### config.mk
export PLATFORM = sky130hd
export DESIGN_NAME = ws2812_serializer_flat
export DESIGN_NICKNAME = d
export VERILOG_FILES = /design/src/rtl/ws2812_serializer_if.sv /design/src/rtl/ws2812_serializer.sv /design/src/flat_wrapper.sv
export SDC_FILE = /design/constraint.sdc
export NUM_CORES = 1
export LEC_CHECK = 0
export ABC_AREA = 1
export CORE_ASPECT_RATIO = 0.5
export CORE_MARGIN = 2
export CORE_UTILIZATION = 30
export CTS_BUF_LIST = sky130_fd_sc_hd__clkbuf_4 sky130_fd_sc_hd__clkbuf_8
export DETAILED_ROUTE_END_ITERATION = 10
export PLACE_DENSITY = 0.48
export SLEW_MARGIN = 20
export SYNTH_ARGS = -nofsm -noshare
export SYNTH_HDL_FRONTEND = slang
export SYNTH_SLANG_ARGS = --single-unit
### constraint.sdc
create_clock -name clk -period 3.05 [get_ports clk]
set_clock_uncertainty 0.05 [all_clocks]
set_input_delay 0.61 -clock clk [delete_from_list [all_inputs] [get_ports clk]]
set_output_delay 0.61 -clock clk [all_outputs]
set_load 0.02 [all_outputs]
### src/rtl/ws2812_serializer_if.sv
// Read-port handshake between the pixel FIFO and the WS2812 serializer.
interface ws2812_serializer_if;
   logic [23:0] in_data;
   logic        in_valid;
   logic        in_ready;

   modport master (output in_data, output in_valid, input in_ready);
   modport slave  (input in_data, input in_valid, output in_ready);
endinterface

### src/rtl/ws2812_serializer.sv
// Serializes 24-bit pixel words MSB first onto a WS2812 chain as NRZ
// pulse-width-coded bits, closing each frame with a low latch gap.
module ws2812_serializer #(
   parameter int T0H    = 16,
   parameter int T1H    = 32,
   parameter int TBIT   = 50,
   parameter int TRESET = 2000,
   parameter int CW     = 16
) (
   input  logic               clk,
   input  logic               rst,
   input  logic               clear_n,
   ws2812_serializer_if.slave pix,
   output logic               led_out,
   output logic               busy,
   output logic               frame_done
);

   typedef enum logic [1:0] {
      S_IDLE  = 2'd0,
      S_SHIFT = 2'd1,
      S_LATCH = 2'd2
   } state_t;

   localparam logic [CW-1:0] LP_BIT_LAST = CW'(TBIT - 1);
   localparam logic [CW-1:0] LP_RST_LAST = CW'(TRESET - 1);
   localparam logic [CW-1:0] LP_T0H      = CW'(T0H);
   localparam logic [CW-1:0] LP_T1H      = CW'(T1H);
   localparam logic [CW-1:0] LP_CNT_ONE  = CW'(1);

   state_t        r_state;
   logic [23:0]   r_shift;
   logic [4:0]    r_idx;
   logic [CW-1:0] r_cnt;
   logic          r_led;
   logic          r_busy;
   logic          r_frame_done;

   state_t        w_state_nxt;
   logic [23:0]   w_shift_nxt;
   logic [4:0]    w_idx_nxt;
   logic [CW-1:0] w_cnt_nxt;
   logic [CW-1:0] w_thigh;
   logic          w_ready;
   logic          w_xfer;
   logic          w_led_nxt;
   logic          w_busy_nxt;
   logic          w_fd_nxt;

   // Ready only when idle or on the final cycle of the last bit, so chained pixels have no gap
   assign w_ready = !rst && clear_n &&
                    ((r_state == S_IDLE) ||
                     ((r_state == S_SHIFT) && (r_idx == 5'd0) && (r_cnt == LP_BIT_LAST)));
   assign w_xfer       = pix.in_valid && w_ready;
   assign pix.in_ready = w_ready;

   assign w_thigh    = r_shift[23] ? LP_T1H : LP_T0H;
   assign w_led_nxt  = clear_n && (r_state == S_SHIFT) && (r_cnt < w_thigh);
   assign w_fd_nxt   = clear_n && (r_state == S_LATCH) && (r_cnt == LP_RST_LAST);
   assign w_busy_nxt = (r_state != S_IDLE) && (w_state_nxt != S_IDLE);

   assign led_out    = r_led;
   assign busy       = r_busy;
   assign frame_done = r_frame_done;

   // Next-state, shift and counter logic
   always_comb begin
      w_state_nxt = r_state;
      w_shift_nxt = r_shift;
      w_idx_nxt   = r_idx;
      w_cnt_nxt   = r_cnt;
      if (!clear_n) begin
         w_state_nxt = S_IDLE;
         w_shift_nxt = 24'd0;
         w_idx_nxt   = 5'd0;
         w_cnt_nxt   = {CW{1'b0}};
      end else begin
         case (r_state)
            S_IDLE: begin
               if (w_xfer) begin
                  w_state_nxt = S_SHIFT;
                  w_shift_nxt = pix.in_data;
                  w_idx_nxt   = 5'd23;
                  w_cnt_nxt   = {CW{1'b0}};
               end else begin
                  w_state_nxt = S_IDLE;
               end
            end
            S_SHIFT: begin
               if (r_cnt == LP_BIT_LAST) begin
                  w_cnt_nxt = {CW{1'b0}};
                  if (r_idx != 5'd0) begin
                     w_idx_nxt   = r_idx - 5'd1;
                     w_shift_nxt = {r_shift[22:0], 1'b0};
                  end else if (w_xfer) begin
                     w_shift_nxt = pix.in_data;
                     w_idx_nxt   = 5'd23;
                  end else begin
                     w_state_nxt = S_LATCH;
                  end
               end else begin
                  w_cnt_nxt = r_cnt + LP_CNT_ONE;
               end
            end
            S_LATCH: begin
               if (r_cnt == LP_RST_LAST) begin
                  w_state_nxt = S_IDLE;
                  w_cnt_nxt   = {CW{1'b0}};
               end else begin
                  w_cnt_nxt = r_cnt + LP_CNT_ONE;
               end
            end
            default: begin
               w_state_nxt = S_IDLE;
               w_cnt_nxt   = {CW{1'b0}};
            end
         endcase
      end
   end

   // State and registered outputs
   always_ff @(posedge clk or posedge rst) begin
      if (rst) begin
         r_state      <= S_IDLE;
         r_shift      <= 24'd0;
         r_idx        <= 5'd0;
         r_cnt        <= {CW{1'b0}};
         r_led        <= 1'b0;
         r_busy       <= 1'b0;
         r_frame_done <= 1'b0;
      end else begin
         r_state      <= w_state_nxt;
         r_shift      <= w_shift_nxt;
         r_idx        <= w_idx_nxt;
         r_cnt        <= w_cnt_nxt;
         r_led        <= w_led_nxt;
         r_busy       <= w_busy_nxt;
         r_frame_done <= w_fd_nxt;
      end
   end

endmodule

### src/flat_wrapper.sv
// flat-port wrapper written by rule: the top's interface ports become plain ports
module ws2812_serializer_flat 
#(
   parameter int T0H    = 16,
   parameter int T1H    = 32,
   parameter int TBIT   = 50,
   parameter int TRESET = 2000,
   parameter int CW     = 16
)
  (clk, rst, clear_n, led_out, busy, frame_done, pix_in_data, pix_in_valid, pix_in_ready);
  ws2812_serializer_if pix_i ();
  input  logic clk;
  input  logic rst;
  input  logic clear_n;
  output logic led_out;
  output logic busy;
  output logic frame_done;
  input wire logic [$bits(pix_i.in_data)-1:0] pix_in_data;
  input wire logic [$bits(pix_i.in_valid)-1:0] pix_in_valid;
  output wire logic [$bits(pix_i.in_ready)-1:0] pix_in_ready;
  assign pix_i.in_data = pix_in_data;
  assign pix_i.in_valid = pix_in_valid;
  assign pix_in_ready = pix_i.in_ready;
  ws2812_serializer #(.T0H(T0H), .T1H(T1H), .TBIT(TBIT), .TRESET(TRESET), .CW(CW)) u_core (.clk(clk), .rst(rst), .clear_n(clear_n), .pix(pix_i), .led_out(led_out), .busy(busy), .frame_done(frame_done));
endmodule
After elaboration in Yosys (flattened, before gate mapping)

Cells that the tools add are included.

Add/sub/neg operators: 2
Magnitude comparators: 1
Eq/ne operators: 7
Mux-type cells: 23
Reduce and logical (&&, ||, !) cells: 18

Operators by type and width:

| operator                | number |
|---|---|
| $mux W24                | 4 |
| $mux W16                | 4 |
| $pmux W16 S3            | 1 |
| $pmux W24 S2            | 1 |
| $mux W5                 | 4 |
| $add A16 B1 Y16 const B | 1 |
| $eq A16 B11 Y1 const B  | 1 |
| $eq A16 B6 Y1 const B   | 1 |
| $lt A16 B16 Y1          | 1 |
| $logic_and A1 B1 Y1     | 10 |
| $mux W2                 | 5 |
| $pmux W5 S2             | 1 |
| $mux W6                 | 1 |
| $pmux W2 S3             | 1 |
| $logic_not A5 Y1        | 1 |
| $reduce_bool A5 Y1      | 1 |
| $sub A5 B1 Y5 const B   | 1 |
| $reduce_bool A2 Y1      | 2 |
| $ne A3 B1 Y1 const B    | 1 |
| $ne A3 B2 Y1 const B    | 1 |
| $ne A3 B3 Y1 const B    | 1 |
| $eq A2 B1 Y1 const B    | 1 |
| $eq A2 B2 Y1 const B    | 1 |
| $logic_not A2 Y1        | 1 |
| other kinds (4)         | 4 |

Register bits after elaboration: 50
Input port bits: 28
Output and inout bits: 4
Word-level logic and storage cells: 58

Logic depth before layout (Yosys ltp)

Gate-level depths: netlist of the first run.

Depth after elaboration: 13
Mapped depth: 13
Gate-level depth less buffers: 12

Least setup slack after synthesis of the first run

Ideal clock, no wire load.

Path kind: input-to-reg
Start point: input port rst
End point: register u_core.r_busy, in the netlist u_core.busy
Setup time: 0.078 ns
Arrival time: 2.164 ns
Required time: 2.922 ns
Slack: 0.759 ns
Stages on the path: 5
Path buffers: 0
Cell sequence: inv_1 nand4_1 nand2_1 nand3_1 a21oi_1

Cells in the longest elaborated chain, start to end: 11
Elaborated cells on any way between the ends: 12
Those cells by class: mux: 6; reduce/logical: 6

Ends and longest elaborated chain:

| element                               | line                     | RTL |
|---|---|---|
| start, declared                       | flat_wrapper.sv:13       | `input logic rst;` |
| $logic_not A1 Y1 (no source line) (*) | --                       |  |
| $logic_and A1 B1 Y1 (*) (2 in series) | ws2812_serializer.sv:51  | `assign w_ready = !rst && clear_n &&` |
| $logic_and A1 B1 Y1 (*)               | ws2812_serializer.sv:54  | `assign w_xfer = pix.in_valid && w_ready;` |
| $mux W2                               | ws2812_serializer.sv:95  | `end else if (w_xfer) begin` |
| $mux W2                               | ws2812_serializer.sv:92  | `if (r_idx != 5'd0) begin` |
| $mux W2                               | ws2812_serializer.sv:90  | `if (r_cnt == LP_BIT_LAST) begin` |
| $pmux W2 S3 (*)                       | ws2812_serializer.sv:78  | `case (r_state)` |
| $mux W2 (*)                           | ws2812_serializer.sv:72  | `if (!clear_n) begin` |
| $reduce_bool A2 Y1 (*)                | ws2812_serializer.sv:60  | `assign w_busy_nxt = (r_state != S_IDLE) && (w_state_nxt != S_IDLE);` |
| $logic_and A1 B1 Y1 (*)               | ws2812_serializer.sv:60  |  |
| named net u_core.w_busy_nxt           | ws2812_serializer.sv:47  | `logic w_busy_nxt;` |
| end signal, assigned                  | ws2812_serializer.sv:137 | `r_busy <= w_busy_nxt;` |
| end, declared                         | ws2812_serializer.sv:36  | `logic r_busy;` |

The timed path passes the listed nets; every way through them passes the cells marked *.
A chain may end at the register's enable or synchronous reset.

Final worst setup path of the first run

Start point: register u_core.r_idx[0]
End point: output port pix_in_ready

Cells in the longest elaborated chain, start to end: 5

Ends and longest elaborated chain:

| element                           | line                     | RTL |
|---|---|---|
| start, declared                   | ws2812_serializer.sv:33  | `logic [4:0] r_idx;` |
| start signal, assigned            | ws2812_serializer.sv:134 | `r_idx <= w_idx_nxt;` |
| $logic_not A5 Y1                  | ws2812_serializer.sv:53  | `((r_state == S_SHIFT) && (r_idx == 5'd0) && (r_cnt == LP_BIT_LAST)));` |
| $logic_and A1 B1 Y1 (2 in series) | ws2812_serializer.sv:53  |  |
| $logic_or A1 B1 Y1                | ws2812_serializer.sv:52  | `((r_state == S_IDLE) \|\|` |
| $logic_and A1 B1 Y1               | ws2812_serializer.sv:51  |  |
| end, declared                     | flat_wrapper.sv:20       | `output wire logic [$bits(pix_i.in_ready)-1:0] pix_in_ready;` |

Every way passes these cells.

==> flow_summary.rst, run 1 <==
.. list-table::
   :header-rows: 1

   * - Metric
     - Value
   * - Fraction of synthesis flops using an asynchronous set or reset pin
     - 100%
   * - Final critical delay including setup and external delays
     - 2.48 ns
   * - Pwr/cell area
     - ~390 nW/um^2
   * - Combinational fraction of design power
     - about 15%
   * - Die boundary height
     - around 75 um
   * - Final count of hold timing violations
     - 0
   * - Number of fill cells
     - 1047
   * - CTS Sinks
     - 50
   * - Vias
     - between 2000 and 3000
   * - Final routed wire length divided by cell count
     - approximately 11 um
   * - Most instantiated flip-flop cell in the synthesis netlist
     - dfrtp_1
   * - Startpoint-to-endpoint class of the critical path
     - flop to primary output
   * - Share of total power consumed by net switching
     - between 20% and 30%
   * - Type of the most critical hold path
     - flop to flop
   * - Global-route wire length before repair
     - roughly 12 mm
   * - Number of standard cells in the layout, taps in and fillers out
     - 598
   * - Clock buffer count from CTS
     - 5
   * - Most common library cells after synthesis
     - nand2_1, nor2_1, inv_1
   * - Global routing's busiest layer
     - met2
   * - Fmax
     - between 0.4 and 0.5 GHz
   * - Met1 capacity usage during global routing
     - 19.3%
   * - Final wirelength
     - approximately 6.8 mm
   * - Core box area
     - slightly below 10000 sq um
   * - Sequential Power Share
     - between 50 and 60%
   * - Crit end category
     - primary output
   * - Critical Path Start Type
     - flop
   * - Post-synthesis average cell area
     - 6.99 sq um
   * - Clk root buf
     - clkbuf_8
   * - Post-detailed-route count of antenna-violating nets
     - 0
   * - Dominant cell by count in the synthesized netlist
     - nand2_1
   * - Effective utilization at floorplan
     - 31.4%
   * - Vias in the first global route
     - around 2500
   * - Synth-to-layout area growth
     - 18.0%
   * - Data arrival time of the critical path
     - about 1.8 ns
   * - HPWL reported at the end of detailed placement
     - 4.65 mm
   * - Cell leakage power
     - 1.95 nW
   * - Netlist cell types
     - 32
   * - Nets
     - 500
   * - Antenna diode count
     - 0
   * - Cell type with the highest aggregate area in the netlist
     - dfrtp_1
   * - Post-Layout Inst Area
     - about 3600 sq um
   * - Chip Width
     - between 100 and 150 um
   * - Total internal power
     - about 0.0010 W
   * - Met2 demand-to-capacity share in global routing
     - 22.1%
   * - Die Outline Area
     - about 11000 sq um
   * - Area after DPL
     - around 3500 sq um
   * - Met3 Resource Use GR
     - around 3.3%
   * - Quantity of I/O buffers inserted on ports
     - 31
   * - DRC violation total after the first TritonRoute iteration
     - ~150
   * - Total Power Consumption
     - around 0.0014 W
   * - Share of post-route cells with drive strength above 1
     - about 5.6%
   * - Outcome
     - complete, no violations
   * - Setup repair after global routing missed its margin
     - false
   * - Number of max-slew violations in the final report
     - 0
   * - Most area-consuming cells after synthesis
     - dfrtp_1, nand2_1, nor2_1
   * - Clock latency reported for the late side of the worst-skew pair
     - between 0.3 and 0.4 ns
   * - Maximum fanout encountered on the critical timing path
     - 7
   * - # setup viols final
     - 0
   * - GRT overflow
     - 0
   * - Weighted congestion at the end of routability-driven global placement
     - around 0.76
   * - CTS tree
     - built
   * - Maximum clock path buffer count
     - 2
   * - Top-level I/O count
     - 32
   * - Largest net degree at the start of global routing
     - 32
   * - Reg clk slew, reported paths
     - roughly 0.09 ns
   * - Synthesized area
     - around 3000 sq um
   * - Pin slew with the least headroom to its limit
     - between 0.5 and 0.6 ns
   * - CTS H-tree depth
     - 2
   * - Required arrival time at the worst endpoint
     - about 2.4 ns
   * - Share of power burned in the clock network
     - between 30% and 40%
   * - CTS Hold Bufs
     - 0
   * - Final setup TNS
     - 0 ns
   * - Row cnt
     - 25
   * - Peak supply drop
     - approximately 0.2 mV
   * - DP Cell Count
     - about 600
   * - Gate Count Post-Synth
     - roughly 430
   * - Yosys reg bits
     - 50
   * - Number of design rule violations left after detail routing
     - 0
   * - Share of the synthesized area in the top cell type
     - roughly two fifths
   * - Sequential area share after synthesis
     - roughly two fifths
   * - Net switching power
     - 0.000363 W
   * - Worst hold margin
     - 0.428 ns
   * - Synthesized net count
     - 470
   * - Via density per instance
     - approximately 4.4
   * - Final period utilization
     - between 80% and 90%
   * - 1st-pass router iterations
     - 4
   * - Count of max-cap constraint violations
     - 0
   * - Antenna violations before repair
     - 0
   * - Number of synthesized flops with an enable pin
     - 0
   * - Number of warnings reported in the yosys synthesis log
     - 0
   * - Relative slew margins
     - roughly two thirds
   * - Total GRT Usage
     - around 14%
flip-flops by register name, indices dropped and copies added (netlist names):
register / cells
u_core.r_shift: 24
u_core.r_cnt: 16
u_core.r_idx: 5
u_core.r_state: 2
u_core.busy: 1
u_core.frame_done: 1
u_core.led_out: 1
logic make-up (layout without fill, tap and decap cells):
family	after synthesis	after routing	share of synthesized area, %
buf+inv	80	110	11.5
simple gates	232	232	31.8
xor+xnor	5	5	1.45
flops	50	50	41.3
compound gates	57	57	10.2
fa+ha+maj	9	9	3.72
placed cells by master (no fill, tap or decap), drive strengths merged:
master         instances
xor2                   3
nand2                123
o21a                   1
nor4                   2
a21boi                 1
o22ai                  1
a41oi                  1
a21oi                 13
o211ai                 1
bufinv                 1
ha                     9
clkinv                 1
clkdlybuf4s50         30
dfrtp                 50
nand4                  3
nor3                   9
buf                    6
clkbuf                 6
nand3                 18
nor2                  72
nor3b                  2
a31oi                  2
inv                   65
xnor2                  2
dlymetal6s2s           1
and3                   3
o21ai                 37
power by group through the flow:
stage,clock network [W],registers (W),logic [W]
2_1_floorplan,0,0.000714,0.000142
3_3_place_gp,0,0.000717,0.000209
3_5_place_dp,0,0.000716,0.000210
4_1_cts,0.000507,0.000704,0.000210
5_1_grt,0.000534,0.000708,0.000239
6_report,0.000488,0.000704,0.000205
metal layers:
metal / part of all wire (%) / vias to the layer above
met3: 3.1 / 4
met2: 41 / 37
met5: 0 / -
met4: 0.73 / 0
li1: - / 1396
met1: 55 / 1181
stage by stage:
stage | setup slack (ns) | utilization, %
final | 0.573 | 37.1
after global routing | 0.345 | 37.1
after CTS | 0.164 | 37.0
after detailed placement | 0.242 | 35.9
after global placement | 0.288 | 35.9
after floorplan | 0.759 | -
area by class of cell:
type                            count  area (sq um)  area share, %
Clock buffer                        6          82.6           2.31
Clock inverter                      1          30.0          0.841
Inverter                           66           253           7.08
Multi-Input combinational cell    303          1430           40.0
Sequential cell                    50          1250           35.0
Tap cell                          135           169           4.73
Timing Repair Buffer               37           358           10.0
critical path: stages, from the launching register on:
cell and delay, ns:
dfrtp_1 0.38, inv_1 0.11, ha_1 0.18, nand3_2 0.15
nor2_1 0.13, nand3_1 0.13, a21boi_0 0.18, dlymetal6s2s_1 0.25
path summary, 6_finish.rpt:
| check | slack (ns) | cells after the start | endpoint | from |
|---|---|---|---|---|
| min in group asynchronous | 0.65 | 2 | u_core.busy$_DFF_PP0_ | rst |
| hold / removal | 0.43 | 2 | u_core.r_shift[10]$_DFFE_PP0P_ | u_core.r_shift[10]$_DFFE_PP0P_ |
| hold reg to reg | 0.43 | 2 | u_core.r_shift[10]$_DFFE_PP0P_ | u_core.r_shift[10]$_DFFE_PP0P_ |
| setup reg to reg | 0.94 | 11 | u_core.r_idx[3]$_DFFE_PP0P_ | u_core.r_idx[0]$_DFFE_PP0P_ |
| setup / recovery | 0.57 | 7 | pix_in_ready | u_core.r_idx[0]$_DFFE_PP0P_ |
| max in group asynchronous | 1.53 | 3 | u_core.r_shift[6]$_DFFE_PP0P_ | rst |
what timing repair did:
action,in CTS,in global routing
setup endpoints to repair,0,1
gates resized for setup,0,1
endpoints found under the hold margin,0,0
setup buffers,0,0
Power figures use the tool's default switching activity.
==> inputs of run 2 (changes only) <==
==> constraint.sdc (replaced) <==
create_clock -name clk -period 2.3 [get_ports clk]
set_clock_uncertainty 0.05 [all_clocks]
set_input_delay 0.46 -clock clk [delete_from_list [all_inputs] [get_ports clk]]
set_output_delay 0.46 -clock clk [all_outputs]
set_load 0.02 [all_outputs]
==> flow_summary.rst, run 2 (synthesized netlist as in run 1, its figures left out) <==
.. list-table::
   :header-rows: 1

   * - Metric
     - Value
   * - Row cnt
     - 25 (unchanged)
   * - Total area of multi-input combinational cells
     - 1430 sq um (about the same)
   * - Number of fill cells
     - 1065 (was 1047)
   * - Die Outline Area
     - 11000 sq um (unchanged)
   * - Quantity of I/O buffers inserted on ports
     - 31 (unchanged)
   * - Synth-to-layout area growth
     - 25.2% (was 18.0%)
   * - Clock latency reported for the late side of the worst-skew pair
     - 0.31 ns (about the same)
   * - Final critical delay including setup and external delays
     - 2.12 ns
   * - Number of design rule violations left after detail routing
     - 0 (unchanged)
   * - Most frequent cells in the layout
     - nand2_1, nor2_1, inv_1 (unchanged)
   * - Effective utilization at floorplan
     - 31.4% (unchanged)
   * - Registers with the most flip-flops
     - u_core.r_shift x24, u_core.r_cnt x16, u_core.r_idx x5 (unchanged)
   * - Crit end category
     - primary output (unchanged)
   * - Count of max-cap constraint violations
     - 0 (unchanged)
   * - Met3 Resource Use GR
     - 3.15% (was 3.27%)
   * - Vias in the first global route
     - 2768 (was 2539)
   * - Global routing's busiest layer
     - met2 (unchanged)
   * - Final Core Density
     - 39.3% (was 37.1%)
   * - Outcome
     - complete, no violations (unchanged)
   * - HPWL reported at the end of detailed placement
     - 5.16 mm (was 4.65 mm)
   * - Number of flip-flops under the largest register name
     - 24 (unchanged)
   * - Data arrival time of the critical path
     - 1.61 ns (was 1.82 ns)
   * - Critical Path Start Type
     - flop (unchanged)
   * - Weighted congestion at the end of routability-driven global placement
     - 0.779 (was 0.762)
   * - Top-level I/O count
     - 32 (unchanged)
   * - Final period utilization
     - 92.2%
   * - Die boundary height
     - 75.0 um (unchanged)
   * - Pwr/cell area
     - 465 nW/um^2 (was 391 nW/um^2)
   * - Nets
     - 532 (was 500)
   * - Core box area
     - 9630 sq um (unchanged)
   * - # setup viols final
     - 0 (unchanged)
   * - Register containing the most flip-flops in the final layout
     - u_core.r_shift (unchanged)
   * - Type of the most critical hold path
     - flop to flop (unchanged)
   * - Total Power Consumption
     - 0.00176 W (was 0.00140 W)
   * - Number of max-slew violations in the final report
     - 0 (unchanged)
   * - Post-route setup slack
     - 0.180 ns (was 0.573 ns)
   * - Met2 demand-to-capacity share in global routing
     - 24.5% (was 22.1%)
   * - DRC violation total after the first TritonRoute iteration
     - 166 (was 151)
   * - Final routed wire length divided by cell count
     - 11.4 um (about the same)
   * - Area after DPL
     - 3710 sq um (was 3460 sq um)
   * - Via density per instance
     - 4.29 (was 4.38)
   * - Pin slew with the least headroom to its limit
     - 0.457 ns (was 0.511 ns)
   * - Fmax
     - 0.472 GHz
   * - Peak supply drop
     - 0.204 mV (was 0.199 mV)
   * - Relative slew margins
     - 69.5% (was 65.8%)
   * - Clk root buf
     - clkbuf_8 (unchanged)
   * - Maximum fanout encountered on the critical timing path
     - 3 (was 7)
   * - GRT overflow
     - 0 (unchanged)
   * - Total GRT Usage
     - 14.9% (was 13.8%)
   * - CTS H-tree depth
     - 2 (unchanged)
   * - Final count of hold timing violations
     - 0 (unchanged)
   * - CTS Sinks
     - 50 (unchanged)
   * - Met1 capacity usage during global routing
     - 20.4% (was 19.3%)
   * - Cell leakage power
     - 2.09 nW (was 1.95 nW)
   * - Post-detailed-route count of antenna-violating nets
     - 0 (unchanged)
   * - Chip Width
     - 146 um (unchanged)
   * - Pre-CTS setup slack
     - -0.174 ns (was 0.242 ns)
   * - Antenna diode count
     - 0 (unchanged)
   * - Setup repair after global routing missed its margin
     - false (unchanged)
   * - Largest net degree at the start of global routing
     - 36 (was 32)
   * - Global-route wire length before repair
     - 13.0 mm (was 12.2 mm)
   * - Post-Layout Inst Area
     - 3790 sq um (was 3570 sq um)
   * - Most frequent standard cell in the layout excluding fill and tap cells
     - nand2_1 (unchanged)
   * - Reg clk slew, reported paths
     - 0.09 ns (about the same)
   * - Final wirelength
     - 7.17 mm (was 6.81 mm)
   * - Startpoint-to-endpoint class of the critical path
     - flop to primary output (unchanged)
   * - Register area
     - 1250 sq um (unchanged)
   * - 1st-pass router iterations
     - 4 (unchanged)
   * - Vias
     - 2703 (was 2618)
   * - Required arrival time at the worst endpoint
     - 1.79 ns (was 2.39 ns)
   * - CTS tree
     - built (unchanged)
   * - Share of post-route cells with drive strength above 1
     - 12.1% (was 5.62%)
   * - Maximum clock path buffer count
     - 2 (unchanged)
   * - Clock buffer count from CTS
     - 5 (unchanged)
   * - Antenna violations before repair
     - 0 (unchanged)
-- run 2: through the flow --
stage	setup TNS [ns]	hold WS [ns]	cells
2_1_floorplan	0	0.393	433
3_3_place_gp	-0.150	0.407	623
3_5_place_dp	-0.174	0.409	623
4_1_cts	0	0.431	630
5_1_grt	0	0.449	630
6_report	0	0.425	630
-- run 2: cell type report --
cell class	count	area share (%)
clock buffers	7	2.21
multi-input cells	303	37.7
flip-flops and latches	50	33.0
inverters	66	6.67
well taps	135	4.46
repair buffers	69	15.9
-- run 2: final timing paths --
kind / start / end / slack (ns) / cells after the start
setup / recovery: u_core.r_cnt[1]$_DFFE_PP0P_ / pix_in_ready / 0.18 / 7
hold / removal: u_core.r_shift[8]$_DFFE_PP0P_ / u_core.r_shift[8]$_DFFE_PP0P_ / 0.43 / 2
setup reg to reg: u_core.r_state[0]$_DFF_PP0_ / u_core.r_cnt[13]$_DFFE_PP0P_ / 0.35 / 9
hold reg to reg: u_core.r_shift[8]$_DFFE_PP0P_ / u_core.r_shift[8]$_DFFE_PP0P_ / 0.43 / 2
max in group asynchronous: rst / u_core.r_cnt[12]$_DFFE_PP0P_ / 1.18 / 4
min in group asynchronous: rst / u_core.r_shift[0]$_DFFE_PP0P_ / 0.60 / 4
-- run 2: critical path, cell delays in order, from the launching register on --
cell and delay, ns:
dfrtp_1 0.41, inv_1 0.09, ha_1 0.14, nand2_1 0.07, nor2_2 0.14, nand3_1 0.14
a21boi_1 0.14, buf_2 0.18
-- run 2: what timing repair did --
action,in CTS,in global routing
hold buffers,0,0
endpoints found under the hold margin,0,0
gates resized for setup,5,2
buffers inserted,0,0
setup endpoints to repair,1,1
-- run 2: layer usage --
metal	routed length, um	share of wire, %
met3	181	2.5
met5	0	0
met1	3900	54
met4	78	1.1
met2	3010	42
-- run 2: power by group --
part / internal, W / switching [W]
clock: 0.000234 / 0.000290
combinational: 0.000136 / 0.000170
sequential: 0.000913 / 0.0000205
==> inputs of run 3 (changes only) <==
--- a/config.mk
+++ b/config.mk
@@ -7,11 +7,11 @@
 export LEC_CHECK = 0
 export ABC_AREA = 1
 export CORE_ASPECT_RATIO = 0.5
-export CORE_MARGIN = 2
-export CORE_UTILIZATION = 30
+export CORE_MARGIN = 4
+export CORE_UTILIZATION = 59
 export CTS_BUF_LIST = sky130_fd_sc_hd__clkbuf_4 sky130_fd_sc_hd__clkbuf_8
 export DETAILED_ROUTE_END_ITERATION = 10
-export PLACE_DENSITY = 0.48
+export PLACE_DENSITY = 0.83
 export SLEW_MARGIN = 20
 export SYNTH_ARGS = -nofsm -noshare
 export SYNTH_HDL_FRONTEND = slang
==> flow_summary.rst, run 3 (synthesized netlist as in run 1, its figures left out) <==
.. list-table::
   :header-rows: 1

   * - Metric
     - Value
   * - 1st-pass router iterations
     - 5 (was 4)
   * - Top-level I/O count
     - 32 (unchanged)
   * - Number of max-slew violations in the final report
     - 0 (unchanged)
   * - Clk root buf
     - clkbuf_8 (unchanged)
   * - HPWL reported at the end of detailed placement
     - 5.09 mm (was 5.16 mm)
   * - Row cnt
     - 18 (was 25)
   * - Weighted congestion at the end of routability-driven global placement
     - 0.896 (was 0.779)
   * - CTS H-tree depth
     - 2 (unchanged)
   * - Data arrival time of the critical path
     - 1.64 ns (was 1.61 ns)
   * - Startpoint-to-endpoint class of the critical path
     - flop to primary output (unchanged)
   * - Count of max-cap constraint violations
     - 0 (unchanged)
   * - Number of flip-flops under the largest register name
     - 24 (unchanged)
   * - Relative slew margins
     - 65.0% (was 69.5%)
   * - DRC violation total after the first TritonRoute iteration
     - 195 (was 166)
   * - Final critical delay including setup and external delays
     - 2.15 ns (was 2.12 ns)
   * - Die Outline Area
     - 6410 sq um (was 11000 sq um)
   * - Maximum clock path buffer count
     - 2 (unchanged)
   * - Most frequent standard cell in the layout excluding fill and tap cells
     - nand2_1 (unchanged)
   * - Register containing the most flip-flops in the final layout
     - u_core.r_shift (unchanged)
   * - Clock buffer count from CTS
     - 5 (unchanged)
   * - Buffering stage count on the worst path with inverters included
     - 1 (was 2)
   * - Synth-to-layout area growth
     - 22.6% (was 25.2%)
   * - Fmax
     - 0.464 GHz (was 0.472 GHz)
   * - CTS Sinks
     - 50 (unchanged)
   * - Final Core Density
     - 75.2% (was 39.3%)
   * - Outcome
     - complete, no violations (unchanged)
   * - Die boundary height
     - 58.6 um (was 75.0 um)
   * - Core box area
     - 4930 sq um (was 9630 sq um)
   * - Largest net degree at the start of global routing
     - 31 (was 36)
   * - Reg clk slew, reported paths
     - 0.10 ns (was 0.09 ns)
   * - Highest metal layer with signal wires
     - met4 (unchanged)
   * - Vias
     - 2907 (was 2703)
   * - Type of the most critical hold path
     - flop to flop (unchanged)
   * - Global-route wire length before repair
     - 12.4 mm (was 13.0 mm)
   * - Final wirelength
     - 7.07 mm (was 7.17 mm)
   * - Count of buffers added by post-CTS timing repair for setup
     - 0 (unchanged)
   * - CTS tree
     - built (unchanged)
   * - Vias in the first global route
     - 2895 (was 2768)
   * - Antenna diode count
     - 0 (unchanged)
   * - Effective utilization at floorplan
     - 61.4% (was 31.4%)
   * - GRT overflow
     - 0 (unchanged)
   * - Final setup TNS
     - 0 ns (unchanged)
   * - # setup viols final
     - 0 (unchanged)
   * - Cell leakage power
     - 2.08 nW (was 2.09 nW)
   * - Sum of met2 wire segment lengths after detailed routing
     - 3.50 mm (was 3.01 mm)
   * - Registers with the most flip-flops
     - u_core.r_shift x24, u_core.r_cnt x16, u_core.r_idx x5 (unchanged)
   * - Post-detailed-route count of antenna-violating nets
     - 0 (unchanged)
   * - Post-Layout Inst Area
     - 3710 sq um (was 3790 sq um)
   * - Maximum single-stage delay on the critical path
     - 0.40 ns (was 0.41 ns)
   * - Cell mode on critical path
     - nor2_1
   * - Via density per instance
     - 5.19 (was 4.29)
   * - Number of fill cells
     - 354 (was 1065)
   * - Final routed wire length divided by cell count
     - 12.6 um (was 11.4 um)
   * - Worst hold margin
     - 0.436 ns (was 0.425 ns)
   * - Share of post-route cells with drive strength above 1
     - 11.0% (was 12.1%)
   * - Crit end category
     - primary output (unchanged)
   * - Cell type of the slowest stage on the worst timing path
     - dfrtp_1 (unchanged)
   * - Required arrival time at the worst endpoint
     - 1.79 ns (about the same)
   * - Detailed-routing wirelength on met1
     - 3.17 mm (was 3.90 mm)
   * - Setup repair after global routing missed its margin
     - false (unchanged)
   * - Pwr/cell area
     - 515 nW/um^2 (was 465 nW/um^2)
   * - Delay-heaviest family, CP
     - simple AND/OR/NAND/NOR gates (was flip-flops)
   * - Maximum fanout encountered on the critical timing path
     - 3 (unchanged)
   * - Critical Path Start Type
     - flop (unchanged)
   * - Antenna violations before repair
     - 0 (unchanged)
   * - Total GRT Usage
     - 23.9% (was 14.9%)
   * - Final count of hold timing violations
     - 0 (unchanged)
   * - CTS Hold Bufs
     - 0 (unchanged)
   * - Peak supply drop
     - 0.285 mV (was 0.204 mV)
   * - Nets
     - 526 (was 532)
   * - Total Power Consumption
     - 0.00191 W (was 0.00176 W)
   * - Clock latency reported for the late side of the worst-skew pair
     - 0.30 ns (was 0.31 ns)
   * - Quantity of I/O buffers inserted on ports
     - 31 (unchanged)
   * - Pin slew with the least headroom to its limit
     - 0.523 ns (was 0.457 ns)
   * - Cells traversed along the worst timing path
     - nor2_1 -> nand2_1 -> nor2_1 -> nand3_1 -> a21boi_1 -> buf_2 (was inv_1 -> ha_1 -> nand2_1 -> nor2_2 -> nand3_1 -> a21boi_1 -> buf_2)
   * - Number of design rule violations left after detail routing
     - 0 (unchanged)
   * - Chip Width
     - 109 um (was 146 um)
   * - Most frequent cells in the layout
     - nand2_1, nor2_1, inv_1 (unchanged)
   * - Area after DPL
     - 3590 sq um (was 3710 sq um)
   * - Final period utilization
     - 93.7% (was 92.2%)
   * - Met3 Routed Length
     - 322 um (was 181 um)
run 3: worst paths after layout:
path                                               startpoint                            end  slack, ns  depth (start not counted)
worst min register to register  u_core.r_shift[7]$_DFFE_PP0P_  u_core.r_shift[7]$_DFFE_PP0P_       0.44                          2
min in group asynchronous                                 rst   u_core.r_cnt[14]$_DFFE_PP0P_       0.63                          4
worst min-delay path            u_core.r_shift[7]$_DFFE_PP0P_  u_core.r_shift[7]$_DFFE_PP0P_       0.44                          2
worst max-delay path             u_core.r_cnt[12]$_DFFE_PP0P_                   pix_in_ready       0.15                          6
worst max register to register    u_core.r_cnt[0]$_DFFE_PP0P_   u_core.r_cnt[15]$_DFFE_PP0P_       0.28                         11
max in group asynchronous                                 rst    u_core.r_idx[0]$_DFFE_PP0P_       1.25                          4
run 3: layout make-up:
type / count / area, sq um / share of cell area, %
Clock buffer: 6 / 82.6 / 2.23
Multi-Input combinational cell: 303 / 1430 / 38.5
Sequential cell: 50 / 1250 / 33.7
Tap cell: 70 / 87.6 / 2.36
Clock inverter: 2 / 38.8 / 1.05
Inverter: 66 / 253 / 6.81
Timing Repair Buffer: 63 / 571 / 15.4
run 3: tightest hold or removal path, stage by stage (launching register included):
cell	delay, ns
dfrtp_1	0.35
nand2_1	0.05
nand2_1	0.05
run 3: what timing repair did:
item	CTS	global route
setup endpoints to repair	1	1
hold endpoints to repair	0	0
gates resized for setup	5	1
run 3: per-layer routing:
metal	GRT usage [%]	vias to the layer above
met5	0	-
met4	5.51	0
met3	3.72	10
met2	43.2	78
met1	30.8	1369
li1	-	1450
run 3: power breakdown:
group / switching (W) / internal [W] / leakage (nW) / total (W)
clock: 0.000310 / 0.000358 / 0.0618 / 0.000668
combinational: 0.000172 / 0.000135 / 1.33 / 0.000307
sequential: 0.0000213 / 0.000913 / 0.689 / 0.000934
run 3: per-stage QoR:
stage / cells / setup slack, ns
after global placement: 552 / -0.171
after floorplan: 433 / 0.159
after detailed placement: 552 / -0.142
final: 560 / 0.146
after CTS: 560 / 0.105
after global routing: 560 / 0.0327
